## src/rtl/fact_pkg.sv

```systemverilog
// Shared definitions for the forward and inverse factorial blocks:
// default widths, the largest recoverable argument and the FSM encoding.
package fact_pkg;

    localparam int DEFAULT_WIDTH     = 4;
    localparam int DEFAULT_VAL_WIDTH = DEFAULT_WIDTH * 11;
    localparam int N_MAX             = (1 << DEFAULT_WIDTH) - 1;

    typedef enum logic {
        IDLE = 1'b0,
        RUN  = 1'b1
    } state_t;

endpackage : fact_pkg

```

## src/rtl/fact_inverse_seq.sv

```systemverilog
// Sequential inverse factorial: finds the largest n with n! <= value.
// It builds the running product 1!, 2!, ... with one multiply per cycle.
// It stops at the first product that would overshoot, or when n reaches
// its maximum. It also reports whether the value was exactly n!.
module fact_inverse_seq
    import fact_pkg::*;
#(
    parameter int WIDTH     = DEFAULT_WIDTH,
    parameter int VAL_WIDTH = WIDTH * 11
) (
    input  logic                 clk,
    input  logic                 rst,
    input  logic                 start,
    input  logic [VAL_WIDTH-1:0] value,
    output logic                 busy,
    output logic                 done,
    output logic [WIDTH-1:0]     n_out,
    output logic                 exact
);

    // The product is widened by WIDTH bits so prod*(idx+1) can never wrap.
    localparam int PW = VAL_WIDTH + WIDTH;
    localparam logic [WIDTH-1:0] IDX_LAST = '1;

    state_t               state;
    state_t               state_next;
    logic [VAL_WIDTH-1:0] val_q;
    logic [VAL_WIDTH-1:0] prod;
    logic [WIDTH-1:0]     idx;
    logic [WIDTH-1:0]     idx_inc;
    logic [PW-1:0]        nxt;
    logic                 accept;
    logic                 finish;
    logic                 advance;

    assign idx_inc = idx + WIDTH'(1);
    assign nxt     = PW'(prod) * PW'(idx_inc);

    // State register
    always_ff @(posedge clk) begin
        if (rst) begin
            state <= IDLE;
        end else begin
            state <= state_next;
        end
    end

    // Next-state logic: accept start in IDLE, decide exit or advance in RUN
    always_comb begin
        state_next = state;
        accept     = 1'b0;
        finish     = 1'b0;
        advance    = 1'b0;
        case (state)
            IDLE: begin
                if (start) begin
                    accept     = 1'b1;
                    state_next = RUN;
                end
            end
            RUN: begin
                if ((nxt > PW'(val_q)) || (idx == IDX_LAST)) begin
                    finish     = 1'b1;
                    state_next = IDLE;
                end else begin
                    advance = 1'b1;
                end
            end
            default: state_next = IDLE;
        endcase
    end

    // Datapath and result registers; done is a one-cycle registered pulse
    always_ff @(posedge clk) begin
        if (rst) begin
            val_q <= '0;
            prod  <= VAL_WIDTH'(1);
            idx   <= '0;
            busy  <= 1'b0;
            done  <= 1'b0;
            n_out <= '0;
            exact <= 1'b0;
        end else begin
            done <= 1'b0;
            if (accept) begin
                val_q <= value;
                prod  <= VAL_WIDTH'(1);
                idx   <= '0;
                busy  <= 1'b1;
            end
            if (finish) begin
                n_out <= idx;
                exact <= (prod == val_q);
                done  <= 1'b1;
                busy  <= 1'b0;
            end
            if (advance) begin
                prod <= nxt[VAL_WIDTH-1:0];
                idx  <= idx_inc;
            end
        end
    end

endmodule : fact_inverse_seq

```

## config.mk

```make
export PLATFORM = sky130hd
export DESIGN_NAME = fact_inverse_seq
export DESIGN_NICKNAME = d
export VERILOG_FILES = /design/src/rtl/fact_pkg.sv /design/src/rtl/fact_inverse_seq.sv
export SDC_FILE = /design/constraint.sdc
export NUM_CORES = 1
export LEC_CHECK = 0
export BUFFER_PORTS_ARGS = -buffer_cell sky130_fd_sc_hd__buf_2
export CAP_MARGIN = 20
export CORE_MARGIN = 2
export CORE_UTILIZATION = 58
export CTS_CLUSTER_SIZE = 12
export DETAILED_ROUTE_END_ITERATION = 10
export PLACE_DENSITY = 0.79
export RECOVER_POWER = 50
export SETUP_SLACK_MARGIN = 0.3
export SYNTH_ARGS = -nofsm -noshare
export SYNTH_HDL_FRONTEND = slang
export SYNTH_SLANG_ARGS = --single-unit
```

## constraint.sdc

```tcl
create_clock -name clk -period 6.67 [get_ports clk]
set_input_delay 0.3335 -clock clk [delete_from_list [all_inputs] [get_ports clk]]
set_output_delay 0.3335 -clock clk [all_outputs]
set_load 0.005 [all_outputs]
```

### Yosys cells after proc, flatten, opt, wreduce, memory -nomap -nowiden

Cells that the tools add are included.

| operators by class | value |
|---|---|
| order comparisons | 1 |
| shift-type cells | 0 |
| add/subtract/negate cells | 1 |
| reductions and logical operators | 3 |
| equal/unequal tests | 2 |
| $mul | 1 |
| bitwise gates (word level) | 1 |
| muxes and demuxes | 12 |
| div/mod/pow operators | 0 |

Operators by type and width:

| operator | number |
|---|---|
| 2-to-1 mux 44 bit | 2 |
| > comparator 48 x 44 -> 1 bit | 1 |
| multiplier 44 x 4 -> 48 bit | 1 |
| == test 44 bit | 1 |
| 2-to-1 mux 4 bit | 2 |
| 2-to-1 mux 1 bit | 7 |
| adder 4 x 1 -> 4 bit, second input constant | 1 |
| == test 4 bit, second input constant | 1 |
| case mux 1 bit (2 select lines) | 1 |
| nonzero test 2 bit | 1 |
| OR reduction 2 bit | 1 |
| logical OR 1 bit | 1 |
| inverter 1 bit | 1 |

| storage, ports and cells | value |
|---|---|
| memories | 0 |
| ROM bits | 0 |
| input port bits | 47 |
| logic and storage cells | 29 |
| output and inout port bits | 7 |
| bits in registers | 100 |
| latch bits | 0 |
| memory bits (writable) | 0 |

### Logic depth before layout (Yosys ltp)

| logic depth | value |
|---|---|
| word-level depth | 7 |
| depth in mapped cells | 31 |
| mapped depth without buffers | 27 |

### Worst setup path after synthesis

OpenSTA, ideal clock, no wires.

| path | value |
|---|---|
| path kind | register to register |
| start point | register idx[2] |
| end point | register idx[2] |
| setup slack | 132 ps |
| data required time | 6541 ps |
| setup time | 129 ps |
| stages on the path, launching flop included | 29 |
| arrival | 6408 ps |
| path through | dfxtp_1 > clkbuf_1 > nand3_1 > xnor2_1 > clkbuf_1 > nand2_1 > fa_1 > inv_1 > fa_1 > inv_1 > fa_1 > nor2b_1 > o2111ai_1 > a21o_1 > a21oi_1 > o21ai_1 > o21ba_2 > o31a_1 > xnor2_1 > ha_1 > a21oi_1 > o21ai_0 > a2111oi_0 > a31o_2 > o2111a_2 > nand4_4 > buf_6 > o2111ai_1 > o41ai_2 |

| on the way | value |
|---|---|
| word-level cells in the longest chain between the ends | 7 |
| elaborated cells between the ends (all ways) | 9 |
| classes of those cells | add/sub (1); mul (1); order compare (1); eq/ne (1); mux (3); reduce/logical (2) |

Ends and longest elaborated chain:

| item | line | source |
|---|---|---|
| start: declaration | fact_inverse_seq.sv:29 | `logic [WIDTH-1:0] idx;` |
| start signal: assignment | fact_inverse_seq.sv:99 | `idx <= idx_inc;` |
| adder 4 x 1 -> 4 bit | fact_inverse_seq.sv:36 | `assign idx_inc = idx + WIDTH'(1);` |
| multiplier 44 x 4 -> 48 bit | fact_inverse_seq.sv:37 | `assign nxt = PW'(prod) * PW'(idx_inc);` |
| > comparator 48 x 44 -> 1 bit | fact_inverse_seq.sv:62 | `if ((nxt > PW'(val_q)) \|\| (idx == IDX_LAST)) begin` |
| logical OR 1 bit | fact_inverse_seq.sv:62 |  |
| 2-to-1 mux 1 bit | fact_inverse_seq.sv:62 |  |
| 2-to-1 mux 1 bit | fact_inverse_seq.sv:54 | `case (state)` |
| 2-to-1 mux 4 bit / nonzero test 2 bit (equally long branches) | n/a |  |

Several ways; a longest one is shown, not always the timed one.
A chain may end at the register's enable or synchronous reset.

### Worst setup path in the final report

| path | value |
|---|---|
| start point | register idx[0] |
| end point | register idx[1] |

The elaborated chain is that of the path after synthesis.

==> out/qor.csv <==
metric,value,unit
count of inserted antenna diode cells,0,
maximum number of pins on one net before global-route repair,99,
Setup WS post-layout,-214,ps
Placed Instances,1820,
Inserted Clock Buffers,9,
"Arr. time, crit path",7170,ps
outcome,finished with violations,
filler instances,1279,
HPWL after DPL,24.8,mm
Commonest cells post-synth,"sky130_fd_sc_hd__inv_1 (207), sky130_fd_sc_hd__nand2_1 (205), sky130_fd_sc_hd__and2_1 (119)",
"Min Clock Period, post-route",6880,ps
pin slew with the least headroom to its limit,2090,ps
Worst IR Drop VDD,163,µV
number of rows created at floorplan,51,
worst hold path class,input pin to flip-flop,
synth unique cells,65,
synthesized netlist net count,1707,
Final Instance Count excl. Fillers,1913,
share of post-route cells with drive strength above 1,25.1,%
post-detailed-route DRC marker count,0,
clock tree sinks,100,
vias after detailed routing,12100,
wire length of the first global-routing pass,58.7,mm
post-route antenna net violation count,0,
Final Cell Area,14600,µm²
post-route worst hold slack,172,ps
critical path required time,6960,ps
die outline area,20700,µm²
count of input and output buffers,53,
Fin Clk Skew,16.7,ps
core area,19300,µm²
part of the cycle the worst path needs,103,%
combined area of all synthesized cells,11400,µm²
kind of start point of the critical path,flip-flop,
number of vias per cell after detailed routing,6.31,
post-synthesis async set-or-reset flop share,0,%
Total Neg Setup Slack,-6460,ps
Post-Synthesis Mean Instance Area,7.69,µm²
count of warnings emitted by yosys,0,
grt peak-use layer,met2,
maximum count of clock buffers along a single path,2,
highest net fanout along the worst path,10,
Setup CP Type,flip-flop to flip-flop,
starting density of the core,58.8,%
Congestion Overflow GR,0,
cell type with the largest total area after synthesis,sky130_fd_sc_hd__dfxtp_1,
# IOs,54,
Post-synth EDFFs,0,
combined global-route utilization of all metal layers,36.3,%
GP Congestion,0.986,
routed length per placed instance,22.0,µm
cell area after placement,12400,µm²
clock tree from TritonCTS,yes,
clock slew at the register clock pins of the worst setup and hold paths,90,ps
cell with the most instances on the worst path,sky130_fd_sc_hd__buf_4,
violated checks,"max-capacitance violations, max-slew violations, negative setup slack",
layout overhead on the synthesized area,28.6,%
die outline width,144,µm
buffer cell driving the clock tree root,sky130_fd_sc_hd__clkbuf_16,
met3 track utilization from global routing,7.25,%
first-iteration detailed-routing DRC count,1320,
number of max-capacitance violations reported,1,
Gate Count Post-Synth,1479,
"Hold-fix buffers, CTS",0,
worst skew pair latency,390,ps
leak pwr,7.04,nW
Final Max Tran Viols,36,
Pre-Repair DR Iteration Count,6,
H-tree levels,3,
total count of hold-check failures in the final report,0,
most numerous cell in the Yosys netlist,sky130_fd_sc_hd__inv_1,
delay of the slowest cell on the worst path,510,ps
share of the synthesized area in the top cell type,17.6,%
global-route met1 utilization,46.4,%
top achievable clock speed,145,MHz
total of flip-flops plus latches after synthesis,100,
post-detailed-routing wire length,42.1,mm
critical path's slowest cell,sky130_fd_sc_hd__fa_1,
RSZ-0062 raised after global routing,yes,
number of setup violations in the final report,55,
fraction of met2 tracks used by global routing,58.7,%
power density over cell area,102,nW/µm²
Die Span Y,144,µm
number of nets at the end of the flow,1871,
worst-case headroom to the max-slew limit,-39.0,%
post-place setup slack,-252,ps
most used flip-flop cell after synthesis,sky130_fd_sc_hd__dfxtp_1,
vias in the first global route,11400,
CP endpoint kind,flip-flop,
ranking of synthesized cells by area,"sky130_fd_sc_hd__dfxtp_1 (18%), sky130_fd_sc_hd__fa_1 (15%), sky130_fd_sc_hd__ha_1 (11%)",
initial antenna violation count,0,
sequential share of the synthesized area,17.6,%
==> registers in the layout, summed over array words and instances, names as in the netlist <==
| register | flops |
|---|---|
| busy | 1 |
| done | 1 |
| exact | 1 |
| idx | 4 |
| n_out | 4 |
| prod | 44 |
| state | 1 |
| val_q | 44 |
==> layout by cell type, fill, tap and decap left out, types with 5 or more instances in the layout <==
master / instances
sky130_fd_sc_hd__a21o_1: 16
sky130_fd_sc_hd__a21oi_1: 95
sky130_fd_sc_hd__a21oi_2: 19
sky130_fd_sc_hd__a21oi_4: 6
sky130_fd_sc_hd__a31oi_1: 6
sky130_fd_sc_hd__and2_1: 100
sky130_fd_sc_hd__and2_4: 19
sky130_fd_sc_hd__and3_1: 7
sky130_fd_sc_hd__buf_12: 8
sky130_fd_sc_hd__buf_2: 49
sky130_fd_sc_hd__buf_4: 127
sky130_fd_sc_hd__buf_6: 19
sky130_fd_sc_hd__clkbuf_16: 11
sky130_fd_sc_hd__dfxtp_1: 97
sky130_fd_sc_hd__fa_1: 83
sky130_fd_sc_hd__ha_1: 64
sky130_fd_sc_hd__ha_4: 31
sky130_fd_sc_hd__inv_1: 190
sky130_fd_sc_hd__inv_2: 18
sky130_fd_sc_hd__mux2i_1: 38
sky130_fd_sc_hd__nand2_1: 196
sky130_fd_sc_hd__nand2_2: 6
sky130_fd_sc_hd__nand2b_1: 7
sky130_fd_sc_hd__nand3_1: 25
sky130_fd_sc_hd__nand4_1: 20
sky130_fd_sc_hd__nor2_1: 67
sky130_fd_sc_hd__nor2b_1: 46
sky130_fd_sc_hd__nor3_1: 9
sky130_fd_sc_hd__nor4_1: 12
sky130_fd_sc_hd__o211ai_1: 8
sky130_fd_sc_hd__o21ai_0: 25
sky130_fd_sc_hd__o21ai_1: 11
sky130_fd_sc_hd__o21ai_2: 5
sky130_fd_sc_hd__xnor2_1: 20
sky130_fd_sc_hd__xnor2_2: 6
sky130_fd_sc_hd__xor2_1: 51
==> power by group <==
| group | switching (mW) | total [mW] | internal (mW) | leakage (nW) |
|---|---|---|---|---|
| logic | 0.174 | 0.281 | 0.107 | 6.08 |
| registers | 0.0256 | 0.641 | 0.616 | 0.815 |
| clock network | 0.294 | 0.566 | 0.273 | 0.146 |
| total | 0.493 | 1.49 | 0.995 | 7.04 |
==> final cells by class <==
cell class	instances	area, µm²	share of cell area [%]
clock buffer	10	239	1.63
clock inverter	6	55.1	0.376
inverter	208	781	5.34
multi-input combinational	1109	9430	64.5
sequential	100	2010	13.7
tap	265	332	2.27
timing repair buffer	215	1780	12.2
==> path summary, 6_finish.rpt <==
kind                                 from        end  slack, ps  depth (start not counted)
worst min-delay path            value[34]  val_q[34]        170                          3
worst max register to register     idx[0]     idx[1]       -210                         36
worst max-delay path               idx[0]     idx[1]       -210                         36
worst min register to register   val_q[5]   val_q[5]        490                          2
==> routing by layer <==
layer / wire length [µm] / vias up
li1: - / 5138
met1: 15100 / 5660
met2: 18600 / 930
met3: 4920 / 334
met4: 3540 / 0
met5: 0 / -
==> cells by family (layout without fill, tap and decap cells) <==
logic type                 after synthesis  after routing  share of synthesized area, %
adders and majority gates              181            181                          25.5
and+or+nand+nor                        556            557                          24.3
muxes                                   42             42                          3.70
buffers and inverters                  271            439                          9.27
xor gates and xnor gates                83             83                          6.39
DFF                                    100            100                          17.6
AOI/OAI and AO/OA                      246            246                          13.3
==> per-stage QoR <==
step                      util, %  power (mW)
after CTS                    71.4        1.44
after global placement       64.2       0.864
after floorplan                 -       0.779
final                        75.6        1.49
after global routing         75.6        1.51
after detailed placement     64.2       0.870
==> critical path: cells and delay by family (launching register included) <==
family	cells	cell delay, ps
flip-flops	1	380
XOR/XNOR	2	300
buffers and inverters	13	1750
AO/OA/AOI/OAI	8	1460
adder cells (fa/ha/maj)	5	1720
AND/OR/NAND/NOR	8	1140
==> timing repair <==
action                                  CTS  global route
gates resized for setup                 129           132
gates cloned                              8             3
hold endpoints to repair                  0             0
endpoints found under the setup margin   56            56
pin swaps                                61            94
setup buffers                            42            24
No activity file was read; power rests on OpenSTA's default activity.
